File: src/rtl/vl_stim_pkg.sv
// Shared encodings for the four-valued stimulus sequencer: per-bit codes
// and the sweep state machine's state type.
package vl_stim_pkg;

    // Two bits per Verilog bit; the code order makes {in1,in2} a plain counter.
    localparam logic [1:0] CODE_0 = 2'b00;
    localparam logic [1:0] CODE_1 = 2'b01;
    localparam logic [1:0] CODE_X = 2'b10;
    localparam logic [1:0] CODE_Z = 2'b11;

    typedef enum logic [2:0] {
        ST_IDLE   = 3'd0,
        ST_DRIVE  = 3'd1,
        ST_SETTLE = 3'd2,
        ST_SAMPLE = 3'd3,
        ST_DONE   = 3'd4
    } stim_state_t;

endpackage

File: src/rtl/vl_stim_enum.sv
// Exhaustive four-valued stimulus sequencer: walks every {0,1,X,Z} operand pair,
// hands each to the harness over valid/ready, waits, and scores the checker bit.
module vl_stim_enum
    import vl_stim_pkg::*;
#(
    parameter int NBITS  = 4,
    parameter int SETTLE = 4
) (
    input  logic                 clk,
    input  logic                 rst_n,
    input  logic                 start,
    output logic                 vec_valid,
    input  logic                 vec_ready,
    output logic [2*NBITS-1:0]   in1_code,
    output logic [2*NBITS-1:0]   in2_code,
    input  logic                 chk_ok,
    output logic                 busy,
    output logic                 done,
    output logic [4*NBITS:0]     fail_cnt,
    output logic                 first_fail_valid,
    output logic [4*NBITS-1:0]   first_fail_vec
);

    localparam int IW = 4 * NBITS;
    localparam int CW = (SETTLE < 1) ? 1 : $clog2(SETTLE + 1);

    localparam logic [IW-1:0] IDX_LAST    = '1;
    localparam logic [IW-1:0] IDX_ONE     = IW'(1);
    localparam logic [IW:0]   FAIL_ONE    = (IW + 1)'(1);
    localparam logic [CW-1:0] SETTLE_LOAD = CW'(SETTLE);
    localparam logic [CW-1:0] SETTLE_ONE  = CW'(1);

    stim_state_t     r_state;
    logic [IW-1:0]   r_index;
    logic [CW-1:0]   r_settle_cnt;
    logic            r_vec_valid;
    logic            r_busy;
    logic            r_done;
    logic [IW:0]     r_fail_cnt;
    logic            r_first_fail_valid;
    logic [IW-1:0]   r_first_fail_vec;

    // The index register is the vector itself; operands stay put in every state.
    assign in1_code         = r_index[IW-1 -: 2*NBITS];
    assign in2_code         = r_index[2*NBITS-1:0];
    assign vec_valid        = r_vec_valid;
    assign busy             = r_busy;
    assign done             = r_done;
    assign fail_cnt         = r_fail_cnt;
    assign first_fail_valid = r_first_fail_valid;
    assign first_fail_vec   = r_first_fail_vec;

    always_ff @(posedge clk or negedge rst_n) begin
        if (!rst_n) begin
            r_state            <= ST_IDLE;
            r_index            <= '0;
            r_settle_cnt       <= '0;
            r_vec_valid        <= 1'b0;
            r_busy             <= 1'b0;
            r_done             <= 1'b0;
            r_fail_cnt         <= '0;
            r_first_fail_valid <= 1'b0;
            r_first_fail_vec   <= '0;
        end else begin
            case (r_state)
                ST_IDLE, ST_DONE: begin
                    if (start) begin
                        r_index            <= '0;
                        r_fail_cnt         <= '0;
                        r_first_fail_valid <= 1'b0;
                        r_first_fail_vec   <= '0;
                        r_vec_valid        <= 1'b1;
                        r_busy             <= 1'b1;
                        r_done             <= 1'b0;
                        r_state            <= ST_DRIVE;
                    end
                end

                ST_DRIVE: begin
                    if (r_vec_valid && vec_ready) begin
                        r_vec_valid <= 1'b0;
                        if (SETTLE == 0) begin
                            r_state <= ST_SAMPLE;
                        end else begin
                            r_settle_cnt <= SETTLE_LOAD;
                            r_state      <= ST_SETTLE;
                        end
                    end
                end

                ST_SETTLE: begin
                    r_settle_cnt <= r_settle_cnt - SETTLE_ONE;
                    if (r_settle_cnt <= SETTLE_ONE) begin
                        r_state <= ST_SAMPLE;
                    end
                end

                ST_SAMPLE: begin
                    if (chk_ok != 1'b1) begin
                        r_fail_cnt <= r_fail_cnt + FAIL_ONE;
                        if (!r_first_fail_valid) begin
                            r_first_fail_valid <= 1'b1;
                            r_first_fail_vec   <= r_index;
                        end
                    end
                    // Last-vector test uses the pre-increment index so it never wraps.
                    if (r_index == IDX_LAST) begin
                        r_busy  <= 1'b0;
                        r_done  <= 1'b1;
                        r_state <= ST_DONE;
                    end else begin
                        r_index     <= r_index + IDX_ONE;
                        r_vec_valid <= 1'b1;
                        r_state     <= ST_DRIVE;
                    end
                end

                default: begin
                    r_state     <= ST_IDLE;
                    r_vec_valid <= 1'b0;
                    r_busy      <= 1'b0;
                end
            endcase
        end
    end

endmodule

File: config.mk
export PLATFORM = sky130hd
export DESIGN_NAME = vl_stim_enum
export DESIGN_NICKNAME = d
export VERILOG_FILES = /design/src/rtl/vl_stim_pkg.sv /design/src/rtl/vl_stim_enum.sv
export SDC_FILE = /design/constraint.sdc
export NUM_CORES = 1
export LEC_CHECK = 0
export CAP_MARGIN = 25
export CORE_UTILIZATION = 42
export CTS_CLUSTER_SIZE = 10
export DETAILED_ROUTE_END_ITERATION = 12
export PLACE_DENSITY_LB_ADDON = 0.12
export SLEW_MARGIN = 20
export SYNTH_ARGS = -nofsm -noshare
export SYNTH_HDL_FRONTEND = slang
export SYNTH_SLANG_ARGS = --single-unit
File: constraint.sdc
create_clock -name clk -period 2.1 [get_ports clk]
set_input_delay 0.42 -clock clk [delete_from_list [all_inputs] [get_ports clk]]
set_output_delay 0.42 -clock clk [all_outputs]
set_load 0.01 [all_outputs]
## After elaboration in Yosys (flattened, before gate mapping)

Cells that the tools add are included.

| word-level totals | value |
|---|---|
| output and inout port bits | 53 |
| word-level logic and storage cells | 68 |
| bits in registers | 59 |
| bits of input ports | 5 |

| operators by class | value |
|---|---|
| $lt $le $gt $ge | 1 |
| mux-type cells | 27 |
| eq/ne operators | 12 |
| $add $sub $neg | 3 |
| reduce and logical (&&, ||, !) cells | 14 |
| bitwise gates (word level) | 2 |

Operators with widths:

| kind | count |
|---|---|
| 2-to-1 mux 16 bit | 4 |
| case mux 16 bit (2 select lines) | 2 |
| 2-to-1 mux 17 bit | 2 |
| case mux 17 bit (2 select lines) | 1 |
| adder 17 x 1 -> 17 bit (second input constant) | 1 |
| adder 16 x 1 -> 16 bit (second input constant) | 1 |
| equality test 16 bit (second input constant) | 1 |
| 2-to-1 mux 3 bit | 5 |
| AND reduction 3 bit | 5 |
| inequality test 2 bit (second input constant) | 7 |
| case mux 3 bit (4 select lines) | 1 |
| AND reduction 4 bit | 2 |
| 2-to-1 mux 1 bit | 7 |
| equality test 3 x 2 -> 1 bit (second input constant) | 2 |
| case mux 3 bit (2 select lines) | 1 |
| case mux 1 bit (2 select lines) | 2 |
| case mux 1 bit (4 select lines) | 1 |
| nonzero test 2 bit | 2 |
| OR reduction 2 bit | 2 |
| equality test 3 x 1 -> 1 bit (second input constant) | 1 |
| equality test 3 bit (second input constant) | 1 |
| <= comparator 3 x 1 -> 1 bit (second input constant) | 1 |
| logical NOT 3 bit | 1 |
| case mux 1 bit (3 select lines) | 1 |
| other kinds (4) | 5 |

## Logic depth before layout (Yosys ltp)

Gate-level depths: netlist (run 1).

| logic depth | value |
|---|---|
| depth after elaboration | 4 |
| gate-level depth with buffers | 7 |
| depth with buffers taken out | 5 |

## Worst setup path after synthesis (run 1)

OpenSTA, ideal clock, no wires.

| timing path | value |
|---|---|
| path kind | reg-to-reg |
| start point | register r_index[10] |
| end point | register r_index[10] |
| period minus slack after synthesis | 1.671 ns |
| required time | 2.022 ns |
| path slack | 0.429 ns |
| buffers on the path | 1 |
| setup time | 0.078 ns |
| stages on the path, launching flop included | 6 |
| data arrival time | 1.593 ns |
| path through | dfrtp_1 -> and4_1 -> buf_2 -> a211o_1 -> or4_1 -> a21oi_1 |

| on the way | value |
|---|---|
| word-level cells in the longest chain between the ends | 3 |
| elaborated cells between the ends (all ways) | 6 |
| those cells by class | add/sub (1); eq/ne (2); mux (2); reduce/logical (1) |

RTL lines:

| element | RTL line | text |
|---|---|---|
| start, declared | vl_stim_enum.sv:34 | `logic [IW-1:0] r_index;` |
| start signal, assigned | vl_stim_enum.sv:112 | `r_index <= r_index + IDX_ONE;` |
| adder 16 x 1 -> 16 bit / equality test 16 bit (equally long branches) | vl_stim_enum.sv:112, vl_stim_enum.sv:107 |  |
| 2-to-1 mux 16 bit / inequality test 2 bit (equally long branches) | n/a |  |
| case mux 16 bit (2 select lines) / AND reduction 3 bit (equally long branches) | n/a |  |

Several ways; a longest one is shown, not always the timed one. The select of a mux whose other input is x is not followed.
A chain may end at the register's enable or synchronous reset.

## Worst setup path after layout (run 1)

| timing path | value |
|---|---|
| start point | register r_index[3] |
| end point | output port in2_code[3] |

RTL lines:

| element | RTL line | text |
|---|---|---|
| end, declared | vl_stim_enum.sv:15 | `output logic [2*NBITS-1:0] in2_code,` |

No word-level cell between the ends.

==> results of run 1 <==
==> flip-flops by register name (all words and copies together), names as in the netlist <==
signal and cells:
first_fail_vec 16, first_fail_valid 1, r_state 3, r_index 16
r_settle_cnt 3, fail_cnt 17, vec_valid 1, done 1
busy 1
==> metrics by stage <==
step	instances	utilization, %	power, mW
floorplan	322	-	1.93
global placement	477	55.4	2.34
detailed placement	477	55.4	2.37
CTS	491	57.5	3.22
global route	491	57.5	3.39
finish	491	57.5	3.18
==> cells in the final DEF (no fill, tap or decap), types with 5 or more instances in the layout <==
cell and count:
buf_4 12, inv_1 7, a21oi_1 22, nor2_1 20, dfrtp_1 59, or4_1 7, mux2i_1 9, nand3_1 14
clkbuf_8 9, or3_1 5, o31ai_1 8, nand2_1 54, a31oi_1 7, o21ai_0 36, clkdlybuf4s50_1 56, nand4_1 6
==> cell type report <==
type,instances,area (sq um),share of cell area (%)
tap,96,120,3.04
inverter,7,26.3,0.665
timing repair buffer,73,736,18.6
multi-input combinational,242,1450,36.6
sequential,59,1480,37.4
clock buffer,10,128,3.23
clock inverter,4,20.0,0.506
==> kinds of logic after synthesis <==
kind of cell	after synthesis
flip-flops	59
AO/OA/AOI/OAI	87
multiplexers	10
adder cells (fa/ha/maj)	4
XOR/XNOR	1
buffers and inverters	21
AND/OR/NAND/NOR	140
==> worst max-delay path by stage <==
| stage | startpoint | endpoint | slack [ns] | cells after the start |
|---|---|---|---|---|
| 2_1_floorplan | r_index[10] | r_index[10] | 0.43 | 5 |
| 3_3_place_gp | chk_ok | fail_cnt[10] | 0.16 | 5 |
| 3_5_place_dp | chk_ok | fail_cnt[10] | 0.12 | 5 |
| 4_1_cts | r_index[3] | in2_code[3] | 0.16 | 1 |
| 5_1_grt | r_index[3] | in2_code[3] | 0.11 | 1 |
| 6_report | r_index[3] | in2_code[3] | 0.18 | 1 |
==> power by group through the flow <==
stage	Combinational [mW]	Sequential (mW)	Clock [mW]
6_report	0.978	1.36	0.843
5_1_grt	1.09	1.38	0.919
4_1_cts	0.990	1.36	0.869
3_5_place_dp	0.986	1.38	0
3_3_place_gp	0.961	1.38	0
2_1_floorplan	0.533	1.39	0
==> routing by layer <==
| layer | global-route usage, % | part of all wire [%] | up-vias |
|---|---|---|---|
| li1 | - | - | 1318 |
| met1 | 30.7 | 48 | 1304 |
| met2 | 31.0 | 46 | 82 |
| met3 | 4.19 | 5.0 | 6 |
| met4 | 10.0 | 1.1 | 0 |
| met5 | 0 | 0 | - |
==> results by group, run 1 <==
Status
  • Outcome: finished clean

Die
  • Num ports: 58
  • Die area: 7500 sq um
  • Core area: ~7000 sq um
  • Die Wd: roughly 87 microns
  • Row count: 30
  • Die Ht: between 80 and 90 microns
  • Initial Util: 43.8%

Synthesis
  • Mux cell area share after synthesis: under 10%
  • Xor and xnor area share after synthesis: less than 1%
  • FF+latch count, synth: 59
  • Post-synthesis adder-cell area fraction: 1.66%
  • Synth Area in Simple Gates: approximately 26%
  • Synth cell count leaders: 59 x dfrtp_1, 54 x nand2_1, 36 x o21ai_0
  • Largest family of logic cells by synthesized area: simple AND/OR/NAND/NOR gates
  • Mapped Cells: 322
  • Yosys top cell area share: 49.1%
  • Syn_area_per_cell: between 9 and 10 sq um
  • Yosys synthesis warning count: 0
  • Post-Syn Area: 3010 sq um
  • Main synth FF type: dfrtp_1
  • Synth Net Count: 331
  • Async SR Flop Fraction: 100%
  • Post-synthesis compound-gate area fraction: 16.8%
  • Number of synthesized flops with an enable pin: 0
  • Register area share after synthesis: 49.1%
  • Top cells by area, synth: dfrtp_1 49%, nand2_1 6.7%, o21ai_0 6.0%
  • Synth unique cells: 52
  • Most numerous cell in the Yosys netlist: dfrtp_1
  • Area leader, netlist: dfrtp_1

Cells and area
  • N_diodes: 0
  • P&R area growth vs syn: 31.4%
  • Finished Cell Area: 3950 sq um
  • Fin nets: 401
  • Share of cells above drive strength 1: ~11%
  • Fill count: 622

Setup path
  • Crit path kind: register to primary output
  • Crit. End Element: primary output
  • Reg2reg setup slack: between 0.2 and 0.25 ns
  • Reg2Reg Capture Point: r_index[14]
  • Worst Path Max Fanout: 9
  • Cell chain of the critical path: clkdlybuf4s50_1
  • Startpoint Class: register
  • Buf+Inv Stages, Crit Path: 1
  • Top delay family on crit path: buffers and inverters
  • Worst reg2reg path startpoint: r_index[0]
  • Worst EP required: 1.68 ns
  • Critical Path Slowest Stage Cell: clkdlybuf4s50_1
  • Cell count of the worst reg-to-reg path: 5
  • CP max stage delay: between 0.6 and 0.7 ns
  • WP data arrival: 1.50 ns

Global routing
  • Vias in the first global route: roughly 2.5k
  • Largest net degree at the start of global routing: 60
  • Total GRT Usage: 21.4%
  • Grt ovf: 0
  • First-pass GRT wire length: 12,300 microns
  • Initial antenna violation count: 0

Power
  • Power density over the cells: 806 nW/um^2
  • Internal power: ~2.1 mW
  • VDD IR-drop max: 542 uV
  • Combinational share of power: a little under a third
  • Sw frac: 34.7%
  • P_sw: 1.11 mW
  • Sequential share of power: between 40% and 50%
  • Static Leak: 1.68 nW
  • Clock power frac: 26.5%

CTS
  • Quantity of gates resized following cts: 0
  • Max Buffers Root-to-Sink: 2
  • Setup bufs post-CTS: 0
  • Total CTS buffers: 9
  • Root Buffer: clkbuf_8
  • TritonCTS clock tree: built
  • Worst-Skew Late Latency: 0.34 ns
  • H-tree depth: 3
  • Reg clk slew, reported paths: 0.07 ns
  • Hold_buf cts: 0
  • Clk sink count: 59

Timing
  • Fin. Hold Viols: 0
  • Max Slew Vio Count: 0
  • Fin Hold WS: between 0.07 and 0.08 ns
  • Post-Route Setup TNS: 0 ns
  • Final worst path period need: 1.92 ns
  • Max Clk Rate: 521 MHz
  • Final Setup Violations: 0
  • Relative slew margins: about three fifths
  • Period utilisation layout: 91.4%
  • Clock skew: 0.00639 ns
  • Setup ws final: between 0.15 and 0.2 ns
  • RSZ-0062 raised after global routing: false
  • Measured slew at the worst slew-check pin: 0.578 ns

Route
  • DRT iter0 DRCs: 129
  • Detail Route Antenna Nets: 0
  • Avg WL per Cell: 14.9 microns
  • Routed Wire Length: about 7300 microns
  • DRT Pass-1 Iters: 4
  • Total number of vias: between 2k and 3k
  • Vias per cell: around 5.5
  • Drc violations: 0

Place
  • Post-place setup slack: 0.125 ns
  • Global placer's final weighted congestion: ~0.82
  • Port Buf Inserts: between 50 and 60
  • Hpwl dp: around 5000 microns
  • Placed inst area: 3800 sq um

Flow run
  • Max cap viols: 0

Worst hold path
  • Worst min path class: input pin to async pin
Power figures use the tool's default switching activity.
==> inputs of run 2 (changes only) <==
Settings changed: ABC_CLOCK_PERIOD_IN_PS set to 2100, SLEW_MARGIN 20 to 15.
==> results of run 2 <==
The final DEF is identical to that of run 1; final timing and power are the same.
